### src/rtl/mips_ctrl_pkg.sv
// Shared encodings for the multi-cycle MIPS-subset control unit:
// opcodes, functs, FSM states, instruction classes and datapath select codes.
package mips_ctrl_pkg;

  localparam logic [5:0] OP_RTYPE = 6'h00;
  localparam logic [5:0] OP_J     = 6'h02;
  localparam logic [5:0] OP_JAL   = 6'h03;
  localparam logic [5:0] OP_BEQ   = 6'h04;
  localparam logic [5:0] OP_BNE   = 6'h05;
  localparam logic [5:0] OP_ADDI  = 6'h08;
  localparam logic [5:0] OP_ADDIU = 6'h09;
  localparam logic [5:0] OP_SLTI  = 6'h0A;
  localparam logic [5:0] OP_SLTIU = 6'h0B;
  localparam logic [5:0] OP_ANDI  = 6'h0C;
  localparam logic [5:0] OP_ORI   = 6'h0D;
  localparam logic [5:0] OP_XORI  = 6'h0E;
  localparam logic [5:0] OP_LUI   = 6'h0F;
  localparam logic [5:0] OP_LW    = 6'h23;
  localparam logic [5:0] OP_SW    = 6'h2B;

  localparam logic [5:0] FN_SLL  = 6'h00;
  localparam logic [5:0] FN_SRL  = 6'h02;
  localparam logic [5:0] FN_SRA  = 6'h03;
  localparam logic [5:0] FN_SLLV = 6'h04;
  localparam logic [5:0] FN_SRLV = 6'h06;
  localparam logic [5:0] FN_SRAV = 6'h07;
  localparam logic [5:0] FN_JR   = 6'h08;
  localparam logic [5:0] FN_ADD  = 6'h20;
  localparam logic [5:0] FN_ADDU = 6'h21;
  localparam logic [5:0] FN_SUB  = 6'h22;
  localparam logic [5:0] FN_SUBU = 6'h23;
  localparam logic [5:0] FN_AND  = 6'h24;
  localparam logic [5:0] FN_OR   = 6'h25;
  localparam logic [5:0] FN_XOR  = 6'h26;
  localparam logic [5:0] FN_NOR  = 6'h27;
  localparam logic [5:0] FN_SLT  = 6'h2A;
  localparam logic [5:0] FN_SLTU = 6'h2B;

  typedef enum logic [2:0] {
    FETCH  = 3'd0,
    DECODE = 3'd1,
    EXEC   = 3'd2,
    MEM    = 3'd3,
    WB     = 3'd4,
    ERROR  = 3'd7
  } state_t;

  typedef enum logic [2:0] {
    CLS_ALU_R,
    CLS_ALU_I,
    CLS_LW,
    CLS_SW,
    CLS_BRANCH,
    CLS_J,
    CLS_JR,
    CLS_JAL
  } instr_class_t;

  localparam logic [3:0] ALU_ADD  = 4'b0000;
  localparam logic [3:0] ALU_ADDU = 4'b0001;
  localparam logic [3:0] ALU_SUB  = 4'b0010;
  localparam logic [3:0] ALU_SUBU = 4'b0011;
  localparam logic [3:0] ALU_AND  = 4'b0100;
  localparam logic [3:0] ALU_OR   = 4'b0101;
  localparam logic [3:0] ALU_XOR  = 4'b0110;
  localparam logic [3:0] ALU_NOR  = 4'b0111;
  localparam logic [3:0] ALU_SLT  = 4'b1000;
  localparam logic [3:0] ALU_SLTU = 4'b1001;
  localparam logic [3:0] ALU_SLL  = 4'b1010;
  localparam logic [3:0] ALU_SRL  = 4'b1011;
  localparam logic [3:0] ALU_SRA  = 4'b1100;
  localparam logic [3:0] ALU_LUI  = 4'b1101;

  localparam logic [1:0] PC_PLUS4  = 2'b00;
  localparam logic [1:0] PC_BRANCH = 2'b01;
  localparam logic [1:0] PC_JUMP   = 2'b10;
  localparam logic [1:0] PC_REG    = 2'b11;

  localparam logic [1:0] WSEL_ALU  = 2'b00;
  localparam logic [1:0] WSEL_MEM  = 2'b01;
  localparam logic [1:0] WSEL_LINK = 2'b10;

endpackage

### src/rtl/instr_decode.sv
// Combinational instruction decoder: maps the held instruction word to its
// class, ALU controls, destination register and an illegal-encoding flag.
module instr_decode
  import mips_ctrl_pkg::*;
(
  input  logic [31:0]  ir,
  output instr_class_t cls,
  output logic [3:0]   alu_operation,
  output logic         alu_a_select,
  output logic         alu_b_select,
  output logic         extend_signed,
  output logic [4:0]   rf_waddr,
  output logic [1:0]   rf_wsel,
  output logic         illegal
);

  logic [5:0] opcode;
  logic [5:0] funct;
  logic [4:0] rt;
  logic [4:0] rd;
  logic       unused_fields;

  assign opcode        = ir[31:26];
  assign funct         = ir[5:0];
  assign rt            = ir[20:16];
  assign rd            = ir[15:11];
  assign unused_fields = ^{ir[25:21], ir[10:6]};

  always_comb begin
    cls           = CLS_ALU_R;
    alu_operation = ALU_ADD;
    alu_a_select  = 1'b0;
    alu_b_select  = 1'b0;
    extend_signed = 1'b0;
    rf_waddr      = rd;
    rf_wsel       = WSEL_ALU;
    illegal       = 1'b0;
    case (opcode)
      OP_RTYPE: begin
        case (funct)
          FN_SLL:  begin alu_operation = ALU_SLL; alu_a_select = 1'b1; end
          FN_SRL:  begin alu_operation = ALU_SRL; alu_a_select = 1'b1; end
          FN_SRA:  begin alu_operation = ALU_SRA; alu_a_select = 1'b1; end
          FN_SLLV: alu_operation = ALU_SLL;
          FN_SRLV: alu_operation = ALU_SRL;
          FN_SRAV: alu_operation = ALU_SRA;
          FN_JR:   cls = CLS_JR;
          FN_ADD:  alu_operation = ALU_ADD;
          FN_ADDU: alu_operation = ALU_ADDU;
          FN_SUB:  alu_operation = ALU_SUB;
          FN_SUBU: alu_operation = ALU_SUBU;
          FN_AND:  alu_operation = ALU_AND;
          FN_OR:   alu_operation = ALU_OR;
          FN_XOR:  alu_operation = ALU_XOR;
          FN_NOR:  alu_operation = ALU_NOR;
          FN_SLT:  alu_operation = ALU_SLT;
          FN_SLTU: alu_operation = ALU_SLTU;
          default: illegal = 1'b1;
        endcase
      end
      OP_J:   cls = CLS_J;
      OP_JAL: begin
        cls      = CLS_JAL;
        rf_waddr = 5'd31;
        rf_wsel  = WSEL_LINK;
      end
      OP_BEQ, OP_BNE: begin
        cls           = CLS_BRANCH;
        alu_operation = ALU_SUB;
        extend_signed = 1'b1;
      end
      OP_LW, OP_SW: begin
        cls           = (opcode == OP_LW) ? CLS_LW : CLS_SW;
        alu_b_select  = 1'b1;
        extend_signed = 1'b1;
        rf_waddr      = rt;
        rf_wsel       = (opcode == OP_LW) ? WSEL_MEM : WSEL_ALU;
      end
      OP_ADDI, OP_ADDIU, OP_SLTI, OP_SLTIU, OP_ANDI, OP_ORI, OP_XORI, OP_LUI: begin
        cls          = CLS_ALU_I;
        alu_b_select = 1'b1;
        rf_waddr     = rt;
        case (opcode)
          OP_ADDI:  begin alu_operation = ALU_ADD;  extend_signed = 1'b1; end
          OP_ADDIU: begin alu_operation = ALU_ADDU; extend_signed = 1'b1; end
          OP_SLTI:  begin alu_operation = ALU_SLT;  extend_signed = 1'b1; end
          OP_SLTIU: begin alu_operation = ALU_SLTU; extend_signed = 1'b1; end
          OP_ANDI:  alu_operation = ALU_AND;
          OP_ORI:   alu_operation = ALU_OR;
          OP_XORI:  alu_operation = ALU_XOR;
          default:  alu_operation = ALU_LUI;
        endcase
      end
      default: illegal = 1'b1;
    endcase
  end

endmodule

### src/rtl/multicycle_controller.sv
// Multi-cycle MIPS-subset control FSM: FETCH/DECODE/EXEC/MEM/WB sequencing with
// variable-latency memory handshakes, stall timeout and a retired-instruction count.
module multicycle_controller
  import mips_ctrl_pkg::*;
#(
  parameter int unsigned TIMEOUT_CYCLES = 255,
  parameter int unsigned CNT_W          = 32
) (
  input  logic             clk,
  input  logic             rst,
  input  logic [31:0]      instruction,
  input  logic             imem_ready,
  input  logic             dmem_ready,
  input  logic             branch_taken,
  output logic             imem_req,
  output logic             dmem_req,
  output logic             dmem_we,
  output logic             pc_write,
  output logic [1:0]       pc_select,
  output logic             rf_write,
  output logic [4:0]       rf_waddr,
  output logic [1:0]       rf_wsel,
  output logic             alu_a_select,
  output logic             alu_b_select,
  output logic             extend_signed,
  output logic [3:0]       alu_operation,
  output logic [2:0]       state,
  output logic             illegal_instr,
  output logic             error,
  output logic [CNT_W-1:0] retired_count
);

  localparam int unsigned TMO_W = $clog2(TIMEOUT_CYCLES + 1);

  state_t             state_q, state_d;
  logic [31:0]        ir_q;
  logic [TMO_W-1:0]   tmo_q;
  logic [CNT_W-1:0]   retired_q;
  instr_class_t       cls;
  logic               illegal;
  logic               retire;
  logic               waiting;

  instr_decode u_decode (
    .ir            (ir_q),
    .cls           (cls),
    .alu_operation (alu_operation),
    .alu_a_select  (alu_a_select),
    .alu_b_select  (alu_b_select),
    .extend_signed (extend_signed),
    .rf_waddr      (rf_waddr),
    .rf_wsel       (rf_wsel),
    .illegal       (illegal)
  );

  always_comb begin
    state_d       = state_q;
    imem_req      = 1'b0;
    dmem_req      = 1'b0;
    dmem_we       = 1'b0;
    pc_write      = 1'b0;
    pc_select     = PC_PLUS4;
    rf_write      = 1'b0;
    illegal_instr = 1'b0;
    retire        = 1'b0;
    waiting       = 1'b0;
    if (rst) begin
      state_d = FETCH;
    end else begin
      case (state_q)
        FETCH: begin
          imem_req = 1'b1;
          if (imem_ready) begin
            pc_write = 1'b1;
            state_d  = DECODE;
          end else begin
            waiting = 1'b1;
          end
        end
        DECODE: begin
          if (illegal) begin
            illegal_instr = 1'b1;
            retire        = 1'b1;
            state_d       = FETCH;
          end else begin
            state_d = EXEC;
          end
        end
        EXEC: begin
          case (cls)
            CLS_BRANCH: begin
              pc_write  = branch_taken;
              pc_select = PC_BRANCH;
              retire    = 1'b1;
              state_d   = FETCH;
            end
            CLS_J, CLS_JAL: begin
              pc_write  = 1'b1;
              pc_select = PC_JUMP;
              rf_write  = (cls == CLS_JAL);
              retire    = 1'b1;
              state_d   = FETCH;
            end
            CLS_JR: begin
              pc_write  = 1'b1;
              pc_select = PC_REG;
              retire    = 1'b1;
              state_d   = FETCH;
            end
            CLS_LW, CLS_SW: state_d = MEM;
            default:        state_d = WB;
          endcase
        end
        MEM: begin
          dmem_req = 1'b1;
          dmem_we  = (cls == CLS_SW);
          if (dmem_ready) begin
            retire  = (cls == CLS_SW);
            state_d = (cls == CLS_SW) ? FETCH : WB;
          end else begin
            waiting = 1'b1;
          end
        end
        WB: begin
          rf_write = 1'b1;
          retire   = 1'b1;
          state_d  = FETCH;
        end
        ERROR:   state_d = ERROR;
        default: state_d = FETCH;
      endcase
      // The stalled cycle that hits the limit still shows its request; ERROR follows.
      if (waiting && tmo_q == TMO_W'(TIMEOUT_CYCLES - 1)) begin
        state_d = ERROR;
      end
    end
  end

  always_ff @(posedge clk) begin
    if (rst) begin
      state_q   <= FETCH;
      ir_q      <= '0;
      tmo_q     <= '0;
      retired_q <= '0;
    end else begin
      state_q <= state_d;
      if (state_q == FETCH && imem_ready) begin
        ir_q <= instruction;
      end
      tmo_q <= waiting ? tmo_q + TMO_W'(1) : '0;
      if (retire) begin
        retired_q <= retired_q + CNT_W'(1);
      end
    end
  end

  assign state         = state_q;
  assign error         = (state_q == ERROR);
  assign retired_count = retired_q;

endmodule

### config.mk
export PLATFORM = sky130hd
export DESIGN_NAME = multicycle_controller
export DESIGN_NICKNAME = d
export VERILOG_FILES = /design/src/rtl/mips_ctrl_pkg.sv /design/src/rtl/instr_decode.sv /design/src/rtl/multicycle_controller.sv
export SDC_FILE = /design/constraint.sdc
export NUM_CORES = 1
export LEC_CHECK = 0
export CAP_MARGIN = 20
export CORE_ASPECT_RATIO = 1.1
export CORE_MARGIN = 2
export CORE_UTILIZATION = 40
export DETAILED_ROUTE_END_ITERATION = 12
export PLACE_DENSITY_LB_ADDON = 0.1
export SYNTH_ARGS = -nofsm -noshare
export SYNTH_HDL_FRONTEND = slang
export SYNTH_SLANG_ARGS = --single-unit
### constraint.sdc
create_clock -name clk -period 3.1 [get_ports clk]
set_input_delay 0.93 -clock clk [delete_from_list [all_inputs] [get_ports clk]]
set_output_delay 0.93 -clock clk [all_outputs]
set_load 0.01 [all_outputs]
Word level (Yosys, flattened, before mapping)
Index checks and enable logic that the tools add are counted.
- output and inout port bits: 58
- input port bits: 37
- word-level logic and storage cells: 125
- bits in registers: 75
- muxes and demuxes: 51
- $add $sub $neg: 2
- reductions and logical operators: 23
- bitwise logic cells: 1
- equality and inequality tests: 44
- operators by type and width (cell ; number):
    $eq A6 B6 Y1 const B ; 12
    $eq A6 B4 Y1 const B ; 9
    $pmux W4 S12 ; 1
    $add A32 B1 Y32 const B ; 1
    $eq A6 B3 Y1 const B ; 5
    $pmux W4 S7 ; 1
    $mux W1 ; 27
    $eq A6 B2 Y1 const B ; 4
    $eq A3 B3 Y1 const B ; 6
    $pmux W3 S6 ; 1
    $reduce_or A17 Y1 ; 1
    $reduce_or A2 Y1 ; 8
    $mux W3 ; 5
    $pmux W3 S5 ; 1
    $reduce_or A14 Y1 ; 1
    $eq A3 B2 Y1 const B ; 4
    $logic_not A6 Y1 ; 2
    $pmux W1 S2 ; 6
    $pmux W4 S3 ; 1
    $reduce_or A4 Y1 ; 3
    $pmux W5 S2 ; 1
    $reduce_or A10 Y1 ; 1
    $add A8 B1 Y8 const B ; 1
    $eq A8 B8 Y1 const B ; 1
    other kinds (13) ; 18

Depth between registers and ports, before layout
Gate-level depths: netlist of run 1.
- word-level depth: 8
- gate-level depth with buffers: 9
- depth with buffers taken out: 7

Modules after synthesis
A second synthesis of run 1 with hierarchy kept.
- cells, all modules: 520
- area total of the unflattened synthesis: 4101.4 um^2
- by module, submodules not included (module ; sequential area each (um^2) ; area each (um^2) ; times used ; cells each):
    multicycle_controller ; 1501.4 ; 3548.4 ; 1 ; 425
    instr_decode ; 0.0 ; 553.0 ; 1 ; 95

Worst setup path after synthesis of run 1
No wires, ideal clock.
- path kind: flip-flop to output port
- start point: register ir_q[26]
- end point: output port pc_write
- buffers on the path: 1
- setup slack: 0.203 ns
- required time: 2.170 ns
- arrival: 1.967 ns
- stages on the path, launching flop included: 7
- cells stage by stage: dfxtp_1 -> buf_2 -> nor4_1 -> nand4_1 -> a21oi_1 -> o31ai_1 -> a2111oi_0
- longest elaborated chain between the ends: 8
- elaborated cells between the ends (all ways): 28
- those cells by class: eq/ne: 18; mux: 5; reduce/logical: 5
- ends and longest elaborated chain (item ; RTL line ; RTL):
    start, declared ; multicycle_controller.sv:36 ; logic [31:0] ir_q;
    start signal, assigned ; multicycle_controller.sv:148 ; ir_q <= instruction;
    $eq A6 B4 Y1, or another cell as far along ; instr_decode.sv:38 ; case (opcode)
    $reduce_or A8 Y1, or another cell as far along ; instr_decode.sv:38 ;
    $pmux W3 S6 * ; instr_decode.sv:38 ;
    $eq A3 B3 Y1 ; multicycle_controller.sv:90 ; case (cls)
    $reduce_or A3 Y1 (no line) ; -- ;
    $pmux W1 S2 * ; multicycle_controller.sv:90 ;
    $pmux W1 S2 * ; multicycle_controller.sv:70 ; case (state_q)
    $mux W1 * ; multicycle_controller.sv:67 ; if (rst) begin
    end, declared ; multicycle_controller.sv:18 ; output logic pc_write,
Mark *: on every way between the ends. The rest lies on a longest branch, timed or not.

Worst setup path after layout of run 1
- start point: register ir_q[28]
- end point: output port illegal_instr
- longest elaborated chain between the ends: 6
- elaborated cells between the ends (all ways): 20
- those cells by class: eq/ne: 14; mux: 4; reduce/logical: 2
- ends and longest elaborated chain (item ; RTL line ; RTL):
    $eq A6 B2 Y1, or another cell as far along ; instr_decode.sv:38 ;
    $reduce_or A14 Y1 (no line) ; -- ;
    $pmux W1 S2 * ; instr_decode.sv:38 ;
    $mux W1 * ; multicycle_controller.sv:81 ; if (illegal) begin
    $mux W1 * ; multicycle_controller.sv:70 ;
    $mux W1 * ; multicycle_controller.sv:67 ;
    end, declared ; multicycle_controller.sv:28 ; output logic illegal_instr,
Marks and branches as above.

==> run metrics, run 1 <==
H-tree Lvls 3; Yosys warnings 0; critical path arrival 2170 ps; leading cell type in the layout, fill and taps excluded nand2_1; area of the multi-input gates 0.00240 mm2; most frequent cells in the layout 84 x nand2_1, 70 x clkdlybuf4s50_1, 60 x dfxtp_1, 60 x buf_4, 58 x a21oi_1; slew of the pin with the lowest slew margin 606 ps; post-synthesis async set-or-reset flop share 0%; mapped cell area 0.00381 mm2; maxcap violations 0; reg2reg start ir_q[27]; prevailing post-synth register cell dfxtp_1; Comb power frac 45.4%; status finished, final reports clean; buffer levels on the longest clock path 2; Mapped Cells 507; antenna viol nets, final 0; Critical Path RT 2170 ps; Storage cell area 0.00131 mm2; Initial Util 40.9%; Core ar. 0.00931 mm2; Synth area leaders dfxtp_1 34%, nand2_1 8.4%, a21oi_1 7.8%; final period utilization 100%; Reg clk slew, reported paths 80 ps; CTS tree yes; # clock sinks 65; Critical Path Sink Type output pin; Antenna Cells 0; Die Area 0.0103 mm2; vias in the first global route 3832; crit path setup slack, layout 0.666 ps; switch share 36.7%; worst skew pair latency 350 ps; f_max 0.323 GHz; global route overflow 0; Synth area leader dfxtp_1; Post-DP HPWL 7.25 mm; power share of the sequential group 30.0%; EDFF count, synth 0; sw power 1.24 mW; Hold Fails Final Rpt 0; relative slew slack 59.6%; Die X 97.0 um; hold_buf cts 0; r2r worst-path depth 19; Net Count, Synth 547; antenna violations before repair 0; CP Class reg2out; # rows 37; end of the worst register-to-register path state[0]; Clk pwr share 24.6%; max-slew violations 0; Vias/cell 5.27; Worst Path Max Fanout 3; Min Clock Period, post-route 3100 ps; GPL Wtd Cong 0.827; HP Class reg2reg; Seq cells post-synth 65; clk root buf clkbuf_8; Yosys cell types 56; share of the synthesized area in the top cell type 34.2%; RSZ-0062 raised after global routing yes; Vert. Die Dim 106 um; first-pass GRT wire length 18.3 mm; input/output buffers 84; post-route setup TNS 0 ps; total wire length 10.8 mm; reg-to-reg slack, setup 110 ps; Leakage Power 2.14 nW; Pwr per Cell Area 624 mW/mm2; CP Launch Type flop; largest net degree at the start of global routing 44; Place WS -447 ps; internal power 2.13 mW; Hold Crit Start ir_q[19]; Clock Skew 8.37 ps; fraction of layout cells with a size suffix above 1 22.5%; CTS Buf Count 9; drt pass-1 iters 5; Layout area overhead 41.8%; Vias 3950; Avg Inst Size Synth 7.51 um2; Hold Path Sink ir_q[19]; drt wl/cell 14.4 um; I/O Pins 95; final setup violating endpoints 0; WHS Path Cells 2; maximum vdd drop 0.278 mV; Seq/Total Area, Yosys 34.2%; fillers 871; DRC violations left 0; Total GRT Usage 21.3%; nets@finish 667; iteration-0 DRC count of the detailed router 176
[layout make-up]
class	count	area share, %
Multi-Input combinational cell	397	44.6
Sequential cell	65	24.3
Timing Repair Buffer	146	23.6
Tap cell	117	2.71
Clock buffer	10	2.55
Clock inverter	6	1.67
Inverter	8	0.556
[cells in the mapped netlist (4+ instances only)]
| cell type | count |
|---|---|
| and2_1 | 6 |
| o21ai_0 | 12 |
| nand4_1 | 15 |
| nor2_1 | 56 |
| nand2b_1 | 4 |
| nand2_1 | 85 |
| clkbuf_1 | 19 |
| nand3_1 | 25 |
| nor2b_1 | 31 |
| a21oi_1 | 59 |
| buf_2 | 14 |
| mux2i_1 | 6 |
| nand3b_1 | 4 |
| inv_1 | 7 |
| and3_1 | 8 |
| nor3_1 | 12 |
| dfxtp_1 | 65 |
| mux2_2 | 26 |
[metrics by stage]
step           std cells  power (mW)  cell area [um2]  hold WS [ps]  util, %
2_1_floorplan        507        1.80             3810           430        -
3_3_place_gp         711        2.35             4940           445     53.1
3_5_place_dp         711        2.37             4940           448     53.1
4_1_cts              746        3.33             5340           459     57.3
5_1_grt              749        3.58             5400           481     58.0
6_report             749        3.37             5400           460     58.0
[repair_timing]
item                                    in CTS  in global routing
endpoints found under the setup margin      15                 12
resized for setup                           32                 27
setup buffers                               19                  3
pin swaps                                    5                  7
[per-layer routing]
metal | part of all wire (%) | up-vias | global-route usage, %
met1 | 45 | 1860 | 27.8
met5 | 0 | - | 0
li1 | - | 1993 | -
met2 | 50 | 87 | 36.1
met4 | 1.4 | 0 | 6.74
met3 | 4.1 | 10 | 3.55
[cell families (layout without fill, tap and decap cells)]
logic type	after synthesis	after routing	share of synthesized area, %
muxes	34	34	9.86
and+or+nand+nor	259	259	33.0
adders and majority gates	3	3	0.986
xor gates and xnor gates	6	6	1.38
DFF	65	65	34.2
buffers and inverters	45	170	5.39
AOI/OAI and AO/OA	95	95	15.2
[power groups by stage]
stage / clock network (mW) / registers (mW) / logic, mW
after floorplan: 0 / 1.00 / 0.792
after global routing: 0.882 / 1.02 / 1.68
after global placement: 0 / 1.01 / 1.33
after detailed placement: 0 / 1.02 / 1.35
after CTS: 0.849 / 1.00 / 1.48
final: 0.830 / 1.01 / 1.53
[worst max-delay path: stages (launching register included)]
cell     delay, ps
dfxtp_4        350
buf_6          110
nor3_2         200
nand2_2         90
or4_4          550
a21bo_1        210
nor2_2         150
buf_2          150
[worst max path at each step]
| stage | from | end | slack (ps) | cells after the start |
|---|---|---|---|---|
| final | ir_q[28] | illegal_instr | 0.7 | 7 |
| after CTS | imem_ready | pc_write | -60 | 4 |
| after global placement | imem_ready | pc_write | -360 | 4 |
| after detailed placement | imem_ready | pc_write | -450 | 4 |
| after global routing | ir_q[28] | illegal_instr | -60 | 7 |
| after floorplan | ir_q[26] | pc_write | 200 | 6 |
[flip-flops by register name (all words and copies together), names as in the netlist]
signal / count
ir_q: 22
retired_count: 32
state: 3
tmo_q: 8
No activity file was read; power rests on OpenSTA's default activity.
==> run 2, diff against run 1 <==
==> constraint.sdc (replaced) <==
create_clock -name clk -period 3.1 [get_ports clk]
set_input_delay 0.93 -clock clk [delete_from_list [all_inputs] [get_ports clk]]
set_output_delay 0.93 -clock clk [all_outputs]
set_load 0.02 [all_outputs]
==> run 2 against run 1 <==
Against the previous run: register-to-register slack improved by 590 ps; hold slack got worse by 0.87 ps; clock skew up 1.8 ps; routed wire length shrank 5.1%; critical path depth fell by 4; core utilization decreased by 2.1 points; final area shrank 3.6%; non-clock buffer count is 21 lower; global-route usage down 0.93 points; die area is the same; sequential share of layout area increased by 0.77 points; clock-buffer cell count increased by 2.
==> run metrics, run 2 (same netlist as run 1, synthesis figures left out) <==
relative slew slack 62.8% (was 59.6%); f_max 0.327 GHz (was 0.323 GHz); global route overflow 0 (unchanged); Die X 97.0 um (unchanged); drt wl/cell 14.1 um (was 14.4 um); clk root buf clkbuf_8 (unchanged); Largest register FFs 32 (unchanged); Post-DP HPWL 7.31 mm (was 7.25 mm); vias in the first global route 3607 (was 3832); critical path arrival 2130 ps (was 2170 ps); GPL Wtd Cong 0.789 (was 0.827); postcts setup bufs 0 (was 19); Cells after DPL 712 (was 711); cells along the critical path buf_2 > nor4_1 > clkdlybuf4s50_1 (was buf_6 > nor3_2 > nand2_2 > or4_4 > a21bo_1 > nor2_2 > buf_2); cell area after layout 0.00520 mm2 (was 0.00540 mm2); total wire length 10.3 mm (was 10.8 mm); fillers 893 (was 871); Layout area overhead 36.7% (was 41.8%); Core ar. 0.00931 mm2 (unchanged); Antenna Cells 0 (unchanged); antenna viol nets, final 0 (unchanged); CP Launch Type input port (was flop); Layout Cells excl Fill 727 (was 749); status finished, final reports clean (unchanged); antenna violations before repair 0 (unchanged); # clock sinks 65 (unchanged); maximum vdd drop 0.245 mV (was 0.278 mV); CTS Buf Count 9 (unchanged); fraction of layout cells with a size suffix above 1 17.7% (was 22.5%); CP Class in2out (was reg2out); Die Area 0.0103 mm2 (unchanged); slew of the pin with the lowest slew margin 558 ps (was 606 ps); Vert. Die Dim 106 um (unchanged); Critical Path RT 2170 ps (about the same); post-route setup TNS 0 ps (unchanged); Initial Util 40.9% (unchanged); Leakage Power 2.10 nW (was 2.14 nW); highest-delay cell along the critical path clkdlybuf4s50_1 (was or4_4); iteration-0 DRC count of the detailed router 144 (was 176); most frequent cells in the layout 85 x nand2_1, 62 x clkdlybuf4s50_1, 62 x dfxtp_1 (was 84 x nand2_1, 70 x clkdlybuf4s50_1, 60 x dfxtp_1, 60 x buf_4, 58 x a21oi_1); Total GRT Usage 20.4% (was 21.3%); Worst Path Max Fanout 8 (was 3); Reg clk slew, reported paths 70 ps (was 80 ps); maxcap violations 0 (unchanged); final period utilization 98.8% (was 100%); HP Class reg2reg (unchanged); RSZ-0062 raised after global routing yes (unchanged); worst skew pair latency 340 ps (was 350 ps); crit path setup slack, layout 37.3 ps (was 0.666 ps); leading cell type in the layout, fill and taps excluded nand2_1 (unchanged); Clock Skew 10.2 ps (was 8.37 ps); I/O Pins 95 (unchanged); Pwr per Cell Area 624 mW/mm2 (about the same); Critical Path Sink Type output pin (unchanged); first-pass GRT wire length 17.4 mm (was 18.3 mm); drt pass-1 iters 4 (was 5); Vias/cell 5.26 (was 5.27); max-slew violations 0 (unchanged); H-tree Lvls 3 (unchanged); buffer levels on the longest clock path 2 (unchanged); input/output buffers 84 (unchanged); # rows 37 (unchanged); nets@finish 646 (was 667); largest net degree at the start of global routing 48 (was 44); Vias 3825 (was 3950); CTS tree yes (unchanged); Cell Area, Placed 0.00496 mm2 (was 0.00494 mm2); Hold Fails Final Rpt 0 (unchanged); DRC violations left 0 (unchanged); Slowest Stage Delay on Critical Path 690 ps (was 550 ps); final setup violating endpoints 0 (unchanged); Min Clock Period, post-route 3060 ps (was 3100 ps); Place WS -473 ps (was -447 ps)
-- run 2: cell count changes in the layout (fill, tap and decap cells not counted), sizes merged --
cell,previous run,this run
dlygate4sd2,6,12
buf,65,45
dlymetal6s2s,0,4
clkdlybuf4s15,2,0
clkinv,3,2
inv,8,7
clkbuf,13,14
clkdlybuf4s50,70,62
clkinvlp,1,0
-- run 2: cell type report --
cell class	instances	area (um2)	share of cell area [%]
clock buffers	12	145	2.79
flip-flops and latches	65	1310	25.1
multi-input cells	397	2380	45.7
inverters	8	30.0	0.577
well taps	117	146	2.81
repair buffers	125	1130	21.8
clock inverters	3	65.1	1.25
-- run 2: power breakdown --
| group | leakage [nW] | total, mW | internal [mW] | switching (mW) |
|---|---|---|---|---|
| clock | 0.106 | 0.785 | 0.470 | 0.315 |
| sequential | 0.528 | 1.01 | 0.926 | 0.0795 |
| combinational | 1.47 | 1.46 | 0.610 | 0.846 |
-- run 2: final timing paths --
check | start | to | slack, ps | cells after the start
max | rst | imem_req | 40 | 3
min | ir_q[11] | ir_q[11] | 460 | 2
max reg2reg | ir_q[29] | retired_count[30] | 700 | 7
min reg2reg | ir_q[11] | ir_q[11] | 460 | 2
-- run 2: metal layers --
layer	part of all wire [%]	track usage (%)	routed length, um	vias up
met5	0	0	0	-
met4	0.80	6.14	82	0
met3	4.3	5.06	438	5
met2	49	33.6	4980	68
met1	46	26.5	4750	1803
li1	-	-	-	1949
-- run 2: timing repair --
item	CTS	global route
hold buffers	0	0
pin swaps	1	2
setup endpoints to repair	17	13
gates resized for setup	34	16
-- run 2: stage by stage --
stage / hold slack, ps / utilization, % / power, mW
after detailed placement: 449 / 53.3 / 2.49
after floorplan: 430 / - / 1.88
final: 459 / 55.9 / 3.25
after global routing: 476 / 55.9 / 3.45
after CTS: 459 / 55.5 / 3.26
after global placement: 445 / 53.3 / 2.46
-- run 2: critical path: cells and delay by family --
family | cells | cell delay (ps)
buffers and inverters | 2 | 870
and+or+nand+nor | 1 | 340
==> run 3, diff against run 2 <==
--- a/config.mk
+++ b/config.mk
@@ -11,6 +11,7 @@
 export CORE_UTILIZATION = 40
 export DETAILED_ROUTE_END_ITERATION = 12
 export PLACE_DENSITY_LB_ADDON = 0.1
+export SLEW_MARGIN = 20
 export SYNTH_ARGS = -nofsm -noshare
 export SYNTH_HDL_FRONTEND = slang
 export SYNTH_SLANG_ARGS = --single-unit
==> results of run 3 <==
The final DEF is identical to that of run 2; final timing and power are the same.
